$ cat src/rtl/lu_new_pkg.sv
// Shared definitions for the LU block-update datapath and its sequencer.
package lu_new;

    localparam int BSIZE     = 32;
    localparam int BSIZEBITS = 5;
    localparam int LANES     = 8;
    localparam int LANESBITS = 3;

    // Bit positions inside the {top, cur, left} write-target mask
    localparam int WR_SEL_TOP  = 2;
    localparam int WR_SEL_CUR  = 1;
    localparam int WR_SEL_LEFT = 0;

    typedef enum logic [3:0] {
        ST_IDLE   = 4'd0,
        ST_SETUP  = 4'd1,
        ST_RECIP  = 4'd2,
        ST_WAIT_R = 4'd3,
        ST_NORM   = 4'd4,
        ST_WAIT_N = 4'd5,
        ST_UPDATE = 4'd6,
        ST_WAIT_U = 4'd7,
        ST_FINISH = 4'd8
    } lu_seq_state_t;

    // States that may only be left once the pipeline has drained
    function automatic logic is_drain_state(input lu_seq_state_t s);
        return (s == ST_WAIT_R) || (s == ST_WAIT_N) ||
               (s == ST_WAIT_U) || (s == ST_FINISH);
    endfunction

endpackage

$ cat src/rtl/lu_pipe_seq_drain_wait.sv
// Minimum-dwell drain detector shared by every wait state of the sequencer.
// The pipeline's occupancy count lags the issued token by one cycle, so the
// empty flag is ignored during the first cycle spent in a wait state.
module drain_wait (
    input  logic clk,
    input  logic reset,
    input  logic active,
    input  logic pipe_empty,
    output logic drained
);

    logic [1:0] dwell;

    // Count cycles spent in the current wait state; restart on every exit
    always_ff @(posedge clk) begin
        if (reset || !active || drained) begin
            dwell <= 2'd0;
        end else if (dwell != 2'd3) begin
            dwell <= dwell + 2'd1;
        end
    end

    assign drained = active && pipe_empty && (dwell != 2'd0);

endmodule

$ cat src/rtl/lu_pipe_seq.sv
// Sequencer for the LU block-update pipeline: walks the k/i/j counters through
// reciprocal, normalize and update phases, one token per cycle, with drains
// between data-dependent phases.
//
// Handshake: a command transfers on a cycle where i_cmd_valid and o_cmd_ready
// are both high; o_cmd_ready is high only in IDLE (and never while reset is
// high), and the command fields are latched on that same cycle.
module lu_pipe_seq
    import lu_new::*;
#(
    parameter string IS_BPU = "TRUE"
) (
    input  logic          clk,
    input  logic          reset,
    input  logic          i_cmd_valid,
    output logic          o_cmd_ready,
    input  logic          i_cmd_norm,
    input  logic [2:0]    i_cmd_wr_sel,
    input  logic          i_cmd_page,
    input  logic          i_pause,
    output logic          o_busy,
    output logic          o_done,
    output logic          o_k_reset,
    output logic          o_k_inc,
    output logic          o_i_reset,
    output logic          o_i_inc,
    output logic          o_i_load_k1,
    output logic          o_j_reset,
    output logic          o_j_inc,
    output logic          o_j_load_k,
    output logic          o_j_load_k1,
    input  logic          i_k_done,
    input  logic          i_i_done,
    input  logic          i_j_done,
    output logic          o_valid,
    output logic          o_norm,
    output logic          o_recip,
    output logic          o_wr_top,
    output logic          o_wr_cur,
    output logic          o_wr_left,
    output logic          o_whichpage,
    input  logic          i_pipe_empty,
    output lu_seq_state_t o_state
);

    localparam logic NORM_OK = (IS_BPU == "TRUE");

    lu_seq_state_t state;
    lu_seq_state_t state_next;

    logic       norm_q;
    logic [2:0] wr_sel_q;
    logic       page_q;

    logic       drain_active;
    logic       drained;
    logic       accept;

    assign accept       = !reset && (state == ST_IDLE) && i_cmd_valid;
    assign drain_active = is_drain_state(state);
    assign o_state      = state;

    drain_wait u_drain (
        .clk        (clk),
        .reset      (reset),
        .active     (drain_active),
        .pipe_empty (i_pipe_empty),
        .drained    (drained)
    );

    // State register
    always_ff @(posedge clk) begin
        if (reset) begin
            state <= ST_IDLE;
        end else begin
            state <= state_next;
        end
    end

    // Latch the command fields on acceptance; reset clears them
    always_ff @(posedge clk) begin
        if (reset) begin
            norm_q   <= 1'b0;
            wr_sel_q <= 3'b000;
            page_q   <= 1'b0;
        end else if (accept) begin
            norm_q   <= i_cmd_norm && NORM_OK;
            wr_sel_q <= i_cmd_wr_sel;
            page_q   <= i_cmd_page;
        end
    end

    // Next-state and control decode; every output is held low while reset is high
    always_comb begin
        state_next  = state;
        o_cmd_ready = 1'b0;
        o_busy      = 1'b0;
        o_done      = 1'b0;
        o_k_reset   = 1'b0;
        o_k_inc     = 1'b0;
        o_i_reset   = 1'b0;
        o_i_inc     = 1'b0;
        o_i_load_k1 = 1'b0;
        o_j_reset   = 1'b0;
        o_j_inc     = 1'b0;
        o_j_load_k  = 1'b0;
        o_j_load_k1 = 1'b0;
        o_valid     = 1'b0;
        o_norm      = 1'b0;
        o_recip     = 1'b0;
        o_wr_top    = 1'b0;
        o_wr_cur    = 1'b0;
        o_wr_left   = 1'b0;
        o_whichpage = 1'b0;

        if (!reset) begin
            o_busy = (state != ST_IDLE);
            case (state)
                ST_IDLE: begin
                    o_cmd_ready = 1'b1;
                    if (i_cmd_valid) begin
                        o_k_reset  = 1'b1;
                        o_i_reset  = 1'b1;
                        o_j_reset  = 1'b1;
                        state_next = ST_SETUP;
                    end
                end
                ST_SETUP: begin
                    if (!norm_q && i_k_done) begin
                        state_next = ST_FINISH;
                    end else begin
                        o_i_load_k1 = 1'b1;
                        if (norm_q) begin
                            o_j_load_k = 1'b1;
                            state_next = ST_RECIP;
                        end else begin
                            o_j_load_k1 = 1'b1;
                            state_next  = ST_UPDATE;
                        end
                    end
                end
                ST_RECIP: begin
                    if (!i_pause) begin
                        o_valid    = 1'b1;
                        o_recip    = 1'b1;
                        o_norm     = 1'b1;
                        state_next = ST_WAIT_R;
                    end
                end
                ST_WAIT_R: begin
                    if (drained) begin
                        state_next = i_k_done ? ST_FINISH : ST_NORM;
                    end
                end
                ST_NORM: begin
                    if (!i_pause) begin
                        o_valid = 1'b1;
                        o_norm  = 1'b1;
                        if (!i_i_done) begin
                            o_i_inc = 1'b1;
                        end else begin
                            o_i_load_k1 = 1'b1;
                            o_j_load_k1 = 1'b1;
                            state_next  = ST_WAIT_N;
                        end
                    end
                end
                ST_WAIT_N: begin
                    if (drained) begin
                        state_next = ST_UPDATE;
                    end
                end
                ST_UPDATE: begin
                    if (!i_pause) begin
                        o_valid = 1'b1;
                        if (!i_i_done) begin
                            o_i_inc = 1'b1;
                        end else if (!i_j_done) begin
                            o_i_load_k1 = 1'b1;
                            o_j_inc     = 1'b1;
                        end else begin
                            o_k_inc    = 1'b1;
                            state_next = ST_WAIT_U;
                        end
                    end
                end
                ST_WAIT_U: begin
                    if (drained) begin
                        state_next = ST_SETUP;
                    end
                end
                ST_FINISH: begin
                    if (drained) begin
                        o_done     = 1'b1;
                        state_next = ST_IDLE;
                    end
                end
                default: begin
                    state_next = ST_IDLE;
                end
            endcase

            // Token fields follow the issued token; reciprocal tokens write nothing
            if (o_valid) begin
                o_whichpage = page_q;
                if (!o_recip) begin
                    o_wr_top  = wr_sel_q[WR_SEL_TOP];
                    o_wr_cur  = wr_sel_q[WR_SEL_CUR];
                    o_wr_left = wr_sel_q[WR_SEL_LEFT];
                end
            end
        end
    end

endmodule

$ cat config.mk
export PLATFORM = sky130hd
export DESIGN_NAME = lu_pipe_seq
export DESIGN_NICKNAME = d
export VERILOG_FILES = /design/src/rtl/lu_new_pkg.sv /design/src/rtl/lu_pipe_seq_drain_wait.sv /design/src/rtl/lu_pipe_seq.sv
export SDC_FILE = /design/constraint.sdc
export NUM_CORES = 1
export LEC_CHECK = 0
export ABC_AREA = 1
export BUFFER_PORTS_ARGS = -buffer_cell sky130_fd_sc_hd__buf_2
export CORE_AREA = 2 2 44 54
export CTS_CLUSTER_SIZE = 28
export DETAILED_ROUTE_END_ITERATION = 12
export DIE_AREA = 0 0 46 56
export HOLD_SLACK_MARGIN = 0.15
export PLACE_DENSITY = 0.79
export SETUP_SLACK_MARGIN = 0.05
export SLEW_MARGIN = 20
export SYNTH_ARGS = -nofsm -noshare
export SYNTH_HDL_FRONTEND = slang
export SYNTH_SLANG_ARGS = --single-unit
$ cat constraint.sdc
create_clock -name clk -period 1.6 [get_ports clk]
set_input_delay 0.32 -clock clk [delete_from_list [all_inputs] [get_ports clk]]
set_output_delay 0.32 -clock clk [all_outputs]
set_load 0.1 [all_outputs]
==> impl_metrics.prom, run 1 <==
# TYPE chip_impl_metric gauge
chip_impl_info{name="run_status",value="aborted with a tool error"} 1
chip_impl_info{name="flow.stopped_at",value="5_1_grt"} 1
chip_impl_info{name="first_error_in_the_log",value="[ERROR DPL-0038] Utilization greater than 100%, impossible to legalize"} 1
chip_impl_metric{name="floorplan.die.height",unit="um"} 56
chip_impl_metric{name="post_synth.cell_area_avg",unit="um^2"} 6.326
chip_impl_info{name="ys_dominant_reg_cell",value="dfxtp_1"} 1
chip_impl_metric{name="clock_sinks",unit=""} 11
chip_impl_metric{name="buffer_ports.inserted",unit=""} 35
chip_impl_metric{name="synth_fp_nets",unit=""} 159
chip_impl_info{name="grt_repair_worst_endpoint",value="o_wr_left"} 1
chip_impl_metric{name="yosysUniqueCellTypes",unit=""} 24
chip_impl_info{name="synth_most_common_cell",value="nand2_1"} 1
chip_impl_metric{name="clk_path_buf_depth",unit=""} 2
chip_impl_metric{name="die_w",unit="um"} 46
chip_impl_metric{name="edff_count_synth",unit=""} 0
chip_impl_metric{name="clock_buffers_created_by_tritoncts",unit=""} 3
chip_impl_metric{name="initial_utilization",unit="%"} 44.94
chip_impl_metric{name="grt_max_degree",unit=""} 7
chip_impl_info{name="clk_root_buffer_cell",value="clkbuf_4"} 1
chip_impl_metric{name="synth_largest_type_area_fraction",unit="%"} 24.18
chip_impl_metric{name="post_synth_inst_count",unit=""} 144
chip_impl_metric{name="seq_area_frac_synth",unit="%"} 24.18
chip_impl_metric{name="rows",unit=""} 18
chip_impl_metric{name="ys_async_sr_fraction",unit="%"} 0
chip_impl_metric{name="routabilityCongestion",unit=""} 0.8797
chip_impl_metric{name="place.detailed.hpwl",unit="mm"} 3.014
chip_impl_metric{name="yosys_register_bits",unit=""} 11
chip_impl_info{name="synth_common_cells",value="nand2_1 (31), nor2_1 (23), inv_1 (22)"} 1
chip_impl_metric{name="htree_levels",unit=""} 1
chip_impl_metric{name="dp_worst_setup_slack",unit="ns"} -0.07008
chip_impl_info{name="synth_largest_area_cell",value="dfxtp_1"} 1
chip_impl_info{name="worst_path_end_type",value="output port"} 1
chip_impl_metric{name="io-pin-count",unit=""} 36
chip_impl_info{name="synth.top_cells.by_area",value="dfxtp_1 (24%), nand2_1 (13%), nor2_1 (9.5%)"} 1
chip_impl_metric{name="synthesis.area",unit="um^2"} 910.9
chip_impl_metric{name="synthesis.yosys.warnings",unit=""} 0
==> kinds of logic after synthesis <==
kind of cell / share of synthesized area [%]
fa+ha+maj: 2.747
buf+inv: 12.36
flops: 24.18
simple gates: 52.19
compound gates: 8.516
==> what timing repair did <==
| item | 4_1_cts |
|---|---|
| gates cloned | 0 |
| hold buffers | 0 |
| pin swaps | 8 |
| buffers inserted | 8 |
| endpoints found under the setup margin | 22 |
| resized for setup | 23 |
==> through the flow <==
step	hold WS, ns	instance area (um^2)	instances
floorplan	0.4327	1119	144
global placement	0.4584	1739	217
detailed placement	0.4843	1739	217
CTS	0.2573	1918	229
==> run 2: changes to the inputs <==
- CORE_AREA: 2 2 44 54 -> 2 2 63 65
- CTS_CLUSTER_SIZE: 28 -> default
- DIE_AREA: 0 0 46 56 -> 0 0 65 67
- HOLD_SLACK_MARGIN: 0.15 -> default
- PLACE_DENSITY: 0.79 -> default
- PLACE_DENSITY_LB_ADDON: default -> 0.15
- SETUP_SLACK_MARGIN: 0.05 -> default
==> run 2 against run 1 <==
The flow now finishes, with violations (negative setup slack); synthesized area unchanged; synthesized cell count unchanged.
==> impl_metrics.prom, run 2 <==
# TYPE chip_impl_metric gauge
chip_impl_metric{name="final-max-slew-violation-count",unit=""} 0
chip_impl_metric{name="post_synth.cell_area_avg",unit="um^2"} 6.326
chip_impl_metric{name="buffer_ports.inserted",unit=""} 35
chip_impl_info{name="crit_path_top_delay_cell",value="dfxtp_4"} 1
chip_impl_metric{name="antenna_cells_inserted",unit=""} 0
chip_impl_metric{name="totalWireLength",unit="mm"} 3.206
chip_impl_metric{name="grt_max_degree",unit=""} 11
chip_impl_metric{name="dp_worst_setup_slack",unit="ns"} -0.06776
chip_impl_metric{name="global_route.overflow_total",unit=""} 0
chip_impl_info{name="cts_tree",value="built"} 1
chip_impl_metric{name="placed_cells_incl_taps",unit=""} 248
chip_impl_metric{name="ys_async_sr_fraction",unit="%"} 0
chip_impl_info{name="layout_commonest_cell",value="nand2_1"} 1
chip_impl_metric{name="clock_buffers_created_by_tritoncts",unit=""} 3
chip_impl_metric{name="clock_pin_slew_reported_for_the_worst_setup_and_hold_paths_after_clock_tree_synthesis",unit="ns"} 0.06
chip_impl_metric{name="post_dr_vias_cell",unit=""} 4.442
chip_impl_metric{name="synth_fp_nets",unit=""} 159
chip_impl_metric{name="clk_path_buf_depth",unit=""} 2
chip_impl_info{name="failing_checks",value="negative setup slack"} 1
chip_impl_metric{name="final_layout_size_suffix_gt1_share",unit="%"} 59.91
chip_impl_metric{name="worst_ep_required_time",unit="ns"} 1.28
chip_impl_info{name="cp_capture_type",value="output pin"} 1
chip_impl_info{name="ys_dominant_reg_cell",value="dfxtp_1"} 1
chip_impl_metric{name="critical_path_buf_inv_count",unit=""} 2
chip_impl_metric{name="synth_largest_type_area_fraction",unit="%"} 24.18
chip_impl_metric{name="synthesis.yosys.warnings",unit=""} 0
chip_impl_metric{name="grt_antenna_before_repair",unit=""} 0
chip_impl_info{name="run_status",value="finished with violations"} 1
chip_impl_metric{name="slew-limit-headroom",unit="%"} 67.77
chip_impl_metric{name="post-route-min-period",unit="ns"} 1.838
chip_impl_metric{name="edff_count_synth",unit=""} 0
chip_impl_metric{name="worst_case_setup_margin_in_the_final_layout",unit="ns"} -0.2382
chip_impl_metric{name="drt_iter0_drc",unit=""} 32
chip_impl_metric{name="max_stage_delay",unit="ns"} 0.38
chip_impl_metric{name="number_of_global_route_vias_before_repair",unit=""} 1189
chip_impl_metric{name="final.hold.worst_slack",unit="ns"} 0.2775
chip_impl_info{name="synth.top_cells.by_area",value="dfxtp_1 (24%), nand2_1 (13%), nor2_1 (9.5%)"} 1
chip_impl_metric{name="post_synth_inst_count",unit=""} 144
chip_impl_metric{name="routabilityCongestion",unit=""} 0.8836
chip_impl_info{name="synth_common_cells",value="nand2_1 (31), nor2_1 (23), inv_1 (22)"} 1
chip_impl_metric{name="global_route_wire_length_before_repair",unit="mm"} 5.354
chip_impl_metric{name="skew",unit="ns"} 0.001643
chip_impl_metric{name="floorplan.die.height",unit="um"} 67
chip_impl_info{name="worst_path_dominant_cell_family",value="simple AND/OR/NAND/NOR gates"} 1
chip_impl_metric{name="routedWlPerCell",unit="um"} 12.33
chip_impl_metric{name="final_net_count",unit=""} 228
chip_impl_metric{name="yosysUniqueCellTypes",unit=""} 24
chip_impl_metric{name="initial_utilization",unit="%"} 25.26
chip_impl_info{name="final_cell_mix",value="nand2_1 (27), buf_4 (26), buf_12 (19), inv_1 (16), nor2_1 (16)"} 1
chip_impl_info{name="clk_root_buffer_cell",value="clkbuf_8"} 1
chip_impl_metric{name="final-hold-violation-count",unit=""} 0
chip_impl_metric{name="setup_viol",unit=""} 18
chip_impl_metric{name="drtPass1Iterations",unit=""} 4
chip_impl_metric{name="leakagePower",unit="nW"} 0.8912
chip_impl_metric{name="worst_ep_arrival_time",unit="ns"} 1.52
chip_impl_info{name="synth_most_common_cell",value="nand2_1"} 1
chip_impl_metric{name="core",unit="mm^2"} 0.003606
chip_impl_metric{name="io-pin-count",unit=""} 36
chip_impl_metric{name="clock_insertion_delay_worst_skew",unit="ns"} 0.24
chip_impl_info{name="grt_setup_unrepaired",value="yes"} 1
chip_impl_metric{name="htree_levels",unit=""} 1
chip_impl_info{name="synth_largest_area_cell",value="dfxtp_1"} 1
chip_impl_metric{name="synthesis.area",unit="um^2"} 910.9
chip_impl_metric{name="yosys_register_bits",unit=""} 11
chip_impl_metric{name="worst_ir_drop_vdd",unit="mV"} 0.6414
chip_impl_metric{name="cts_hold_buffers",unit=""} 0
chip_impl_metric{name="power_density",unit="mW/mm^2"} 1599
chip_impl_metric{name="min_period_over_period",unit="%"} 114.9
chip_impl_metric{name="final_area",unit="mm^2"} 0.001986
chip_impl_metric{name="fmaxAchievable",unit="MHz"} 544.0
chip_impl_metric{name="area_growth_syn_to_layout",unit="%"} 118.0
chip_impl_metric{name="globalRouteTotalUtil",unit="%"} 15.84
chip_impl_metric{name="crit_path_max_fanout",unit=""} 5
chip_impl_info{name="hold_path.class",value="input port to register"} 1
chip_impl_metric{name="seq_area_frac_synth",unit="%"} 24.18
chip_impl_metric{name="die_w",unit="um"} 65
chip_impl_metric{name="rows",unit=""} 22
chip_impl_metric{name="clock_sinks",unit=""} 11
chip_impl_metric{name="max_cap_viol",unit=""} 0
chip_impl_info{name="timing.critical_path.from_type",value="register"} 1
chip_impl_info{name="worst-setup-path-type",value="register to output pin"} 1
chip_impl_metric{name="post_dp_cell_area",unit="mm^2"} 0.001797
chip_impl_info{name="crit_chain",value="inv_2, nor2_4, nand2_2, a21oi_4, nand2_4, nor3_4, buf_12"} 1
chip_impl_metric{name="tightestPinTransition",unit="ns"} 0.4868
chip_impl_metric{name="non_filler_instances",unit=""} 260
chip_impl_metric{name="ant_nets",unit=""} 0
chip_impl_metric{name="drt_drc_violations_left",unit=""} 0
chip_impl_metric{name="largest_register_ff_count",unit=""} 4
chip_impl_metric{name="floorplan.die_area",unit="mm^2"} 0.004355
chip_impl_metric{name="detailroute.via_count",unit=""} 1155
chip_impl_metric{name="place.detailed.hpwl",unit="mm"} 2.439
-- run 2: where the power goes --
part	total, mW	switching (mW)	internal (mW)
clock	0.294	0.119	0.176
sequential	0.444	0.0804	0.364
combinational	2.44	1.53	0.906
-- run 2: logic make-up after synthesis --
group | Yosys count | synth area share (%)
AO/OA/AOI/OAI | 13 | 8.516
adder cells (fa/ha/maj) | 2 | 2.747
buffers and inverters | 27 | 12.36
flip-flops | 11 | 24.18
AND/OR/NAND/NOR | 91 | 52.19
-- run 2: through the flow --
step                total power [mW]  util, %  TNS (ns)
global route                   3.349    55.07    -4.456
global placement               2.602    49.83  -0.06316
floorplan                      1.950        -    -8.574
detailed placement             2.621    49.83   -0.1426
CTS                            3.094    53.68    -3.152
finish                         3.176    55.07    -3.132
-- run 2: final timing paths --
check / slack, ns / start / endpoint / depth (start not counted)
worst min register to register: 0.47 / u_drain.dwell[1]$_SDFFE_PP0P_ / u_drain.dwell[1]$_SDFFE_PP0P_ / 2
worst max register to register: 0.08 / o_state[0]$_SDFFE_PP0P_ / o_state[1]$_SDFFE_PP0P_ / 9
worst max-delay path: -0.24 / o_state[1]$_SDFFE_PP0P_ / o_wr_cur / 7
worst min-delay path: 0.28 / i_cmd_page / page_q$_SDFFE_PP0P_ / 3
-- run 2: final cells by class --
cell class                 count  area (um^2)
fill                         325         1620
multi-input combinational    106        813.3
timing repair buffer          68        740.7
sequential                    11        237.7
inverter                      23        88.84
tap                           48        60.06
clock buffer                   4        45.04
-- run 2: repair_timing --
item,CTS,global route
resized for setup,16,10
pin swaps,12,5
setup endpoints to repair,18,20
buffers inserted,6,3
-- run 2: worst reg2reg max path: stages (launching register included) --
cell	delay [ns]
dfxtp_4	0.40
nor2_4	0.06
buf_6	0.13
buf_4	0.13
nand3_1	0.09
nand2_1	0.06
nor2_1	0.25
nand4_1	0.14
nand2_1	0.10
nor2_1	0.04
-- run 2: layer usage --
metal | GRT usage [%] | vias up | wire (um)
li1 | - | 593 | -
met4 | 3.989 | 0 | 12
met3 | 3.885 | 2 | 141
met1 | 18.84 | 539 | 1327
met2 | 28.35 | 21 | 1724
met5 | 0 | - | 0
(Power assumes the default switching activity.)
==> run 3: changes to the inputs <==
- clock period: 1.6 -> 2.1 ns (I/O delays scaled with it)
==> run 3 against run 2 <==
The flow now finishes without violations; sequential share of layout area up 2.2 points; core utilization down 8.9 points; die area unchanged; critical path depth unchanged; sequential cell count unchanged; register-to-register slack better by 0.65 ns; via count down 8.9%.
==> impl_metrics.prom, run 3 (synthesis results as in run 2) <==
# TYPE chip_impl_metric gauge
chip_impl_info{name="run_status",value="finished, final reports clean"} 1
chip_impl_metric{name="floorplan.die.height",unit="um"} 67
chip_impl_metric{name="grt_antenna_before_repair",unit=""} 0
chip_impl_metric{name="clock_insertion_delay_worst_skew",unit="ns"} 0.24
chip_impl_metric{name="worst_ep_arrival_time",unit="ns"} 1.57
chip_impl_metric{name="setup_viol",unit=""} 0
chip_impl_metric{name="die_w",unit="um"} 65
chip_impl_metric{name="io-pin-count",unit=""} 36
chip_impl_metric{name="worst_ir_drop_vdd",unit="mV"} 0.4478
chip_impl_metric{name="buffer_ports.inserted",unit=""} 35
chip_impl_metric{name="global_route.overflow_total",unit=""} 0
chip_impl_metric{name="layout.core_utilization",unit="%"} 46.18
chip_impl_metric{name="dp_worst_setup_slack",unit="ns"} 0.2155
chip_impl_metric{name="cts_hold_buffers",unit=""} 0
chip_impl_metric{name="cell_internal_pwr",unit="mW"} 0.8154
chip_impl_metric{name="global_route_wire_length_before_repair",unit="mm"} 4.422
chip_impl_metric{name="ant_nets",unit=""} 0
chip_impl_metric{name="placed_cells_incl_taps",unit=""} 228
chip_impl_metric{name="worst_case_setup_margin_in_the_final_layout",unit="ns"} 0.1065
chip_impl_metric{name="place.detailed.hpwl",unit="mm"} 2.163
chip_impl_metric{name="grt_max_degree",unit=""} 14
chip_impl_metric{name="crit_path_max_fanout",unit=""} 7
chip_impl_metric{name="switching_power",unit="mW"} 1.182
chip_impl_info{name="crit_path_end",value="o_i_load_k1"} 1
chip_impl_metric{name="non_filler_instances",unit=""} 234
chip_impl_metric{name="final-max-slew-violation-count",unit=""} 0
chip_impl_metric{name="antenna_cells_inserted",unit=""} 0
chip_impl_metric{name="floorplan.die_area",unit="mm^2"} 0.004355
chip_impl_metric{name="initial_utilization",unit="%"} 25.26
chip_impl_info{name="cts_tree",value="built"} 1
chip_impl_metric{name="power.share.combinational",unit="%"} 70.9
chip_impl_metric{name="clock_buffers_created_by_tritoncts",unit=""} 3
chip_impl_metric{name="final.hold.worst_slack",unit="ns"} 0.3740
chip_impl_metric{name="clock_pin_slew_reported_for_the_worst_setup_and_hold_paths_after_clock_tree_synthesis",unit="ns"} 0.06
chip_impl_metric{name="largest_register_ff_count",unit=""} 4
chip_impl_metric{name="final_net_count",unit=""} 202
chip_impl_metric{name="max_cap_viol",unit=""} 0
chip_impl_metric{name="number_of_global_route_vias_before_repair",unit=""} 1028
chip_impl_info{name="crit-reg2reg-capture",value="o_state[2]$_SDFFE_PP0P_"} 1
chip_impl_metric{name="drt_drc_violations_left",unit=""} 0
chip_impl_info{name="layout_commonest_cell",value="nand2_1"} 1
chip_impl_metric{name="rows",unit=""} 22
chip_impl_info{name="timing.critical_path.from_type",value="register"} 1
chip_impl_info{name="worst-setup-path-type",value="register to output pin"} 1
chip_impl_metric{name="globalRouteTotalUtil",unit="%"} 13.18
chip_impl_metric{name="min_period_over_period",unit="%"} 94.93
chip_impl_info{name="clk_root_buffer_cell",value="clkbuf_8"} 1
chip_impl_metric{name="final_layout_size_suffix_gt1_share",unit="%"} 47.85
chip_impl_info{name="final_cell_mix",value="nand2_1 (29), inv_1 (21), buf_2 (18), nor2_1 (17), buf_12 (17)"} 1
chip_impl_metric{name="worst-r2r-setup-slack",unit="ns"} 0.73
chip_impl_metric{name="post-route-min-period",unit="ns"} 1.994
chip_impl_metric{name="htree_levels",unit=""} 1
chip_impl_metric{name="core",unit="mm^2"} 0.003606
chip_impl_info{name="crit-reg2reg-launch",value="o_state[1]$_SDFFE_PP0P_"} 1
chip_impl_metric{name="relative_contribution_of_sequential_cells_to_total_power",unit="%"} 17.8
chip_impl_info{name="hold_path.class",value="input port to register"} 1
chip_impl_metric{name="routedWlPerCell",unit="um"} 11.36
chip_impl_metric{name="slew-limit-headroom",unit="%"} 67.64
chip_impl_metric{name="share_clk_of_total_power",unit="%"} 11.3
chip_impl_metric{name="detailroute.via_count",unit=""} 1052
chip_impl_metric{name="worst_ep_required_time",unit="ns"} 1.68
chip_impl_metric{name="drtPass1Iterations",unit=""} 4
chip_impl_info{name="timing.critical_path.from",value="o_state[0]$_SDFFE_PP0P_"} 1
chip_impl_metric{name="drt_iter0_drc",unit=""} 21
chip_impl_metric{name="post_dr_vias_cell",unit=""} 4.496
chip_impl_metric{name="fmaxAchievable",unit="MHz"} 501.6
chip_impl_metric{name="swShare",unit="%"} 59.17
chip_impl_metric{name="p_total",unit="mW"} 1.997
chip_impl_metric{name="clk_path_buf_depth",unit=""} 2
chip_impl_metric{name="clock_sinks",unit=""} 11
chip_impl_metric{name="skew",unit="ns"} 0.002508
chip_impl_metric{name="totalWireLength",unit="mm"} 2.659
chip_impl_metric{name="final-hold-violation-count",unit=""} 0
chip_impl_metric{name="nFillCells",unit=""} 355
chip_impl_metric{name="area_growth_syn_to_layout",unit="%"} 82.83
chip_impl_info{name="grt_setup_unrepaired",value="no"} 1
chip_impl_metric{name="power_density",unit="mW/mm^2"} 1199
chip_impl_metric{name="routabilityCongestion",unit=""} 0.7585
chip_impl_metric{name="tightestPinTransition",unit="ns"} 0.4887
chip_impl_metric{name="r2r.worst_path.cells",unit=""} 10
chip_impl_info{name="cp_capture_type",value="output pin"} 1
chip_impl_metric{name="leakagePower",unit="nW"} 0.7444
[run 3: cell count changes in the layout (fill, tap and decap cells not counted), moves of 3 or more]
cell,change
inv_1,+5
buf_6,-8
buf_4,-19
inv_2,-4
buf_2,+3
[run 3: critical path, cell delays in order (launching register included)]
cell and delay (ns):
dfxtp_4 0.42, inv_1 0.08, nor2_2 0.17, nand2_1 0.15
nor2_2 0.13, nor2_1 0.08, nor2_4 0.11, buf_12 0.18
[run 3: per-layer routing]
layer,track usage [%],vias to the layer above,share of wire (%)
li1,-,543,-
met2,22.81,26,49
met5,0,-,0
met4,4.255,0,1.2
met1,15.24,479,44
met3,4.392,4,6.1
[run 3: final cells by class]
class / instances / area (um^2) / share of cell area, %
tap: 48 / 60.06 / 3.606
timing repair buffer: 42 / 483.0 / 29.00
clock inverter: 1 / 5.005 / 0.3005
clock buffer: 3 / 41.29 / 2.479
sequential: 11 / 235.2 / 14.12
multi-input combinational: 106 / 754.5 / 45.30
inverter: 23 / 86.33 / 5.184
[run 3: worst min path at each step]
stage                                        from                            end  depth (start not counted)
floorplan           u_drain.dwell[1]$_SDFFE_PP0P_  u_drain.dwell[1]$_SDFFE_PP0P_                          2
global placement    u_drain.dwell[1]$_SDFFE_PP0P_  u_drain.dwell[1]$_SDFFE_PP0P_                          2
detailed placement  u_drain.dwell[1]$_SDFFE_PP0P_  u_drain.dwell[1]$_SDFFE_PP0P_                          2
CTS                               i_cmd_wr_sel[0]       wr_sel_q[0]$_SDFFE_PP0P_                          3
global route                      i_cmd_wr_sel[0]       wr_sel_q[0]$_SDFFE_PP0P_                          3
finish                            i_cmd_wr_sel[0]       wr_sel_q[0]$_SDFFE_PP0P_                          3
[run 3: stage by stage]
stage | instance area (um^2) | setup TNS [ns]
6_report | 1665 | 0
5_1_grt | 1665 | 0
4_1_cts | 1658 | 0
3_5_place_dp | 1594 | 0
3_3_place_gp | 1594 | 0
2_1_floorplan | 1096 | -1.823
[run 3: power by group through the flow]
stage               registers, mW  clock network (mW)  logic, mW
floorplan                   0.527                   0      0.920
global placement            0.352                   0       1.39
detailed placement          0.355                   0       1.39
CTS                         0.351               0.236       1.42
global route                0.365               0.248       1.52
finish                      0.356               0.226       1.42
[run 3: timing repair]
item | CTS | global route
buffers inserted | 2 | 0
pin swaps | 2 | 1
endpoints found under the setup margin | 3 | 4
gates resized for setup | 1 | 2
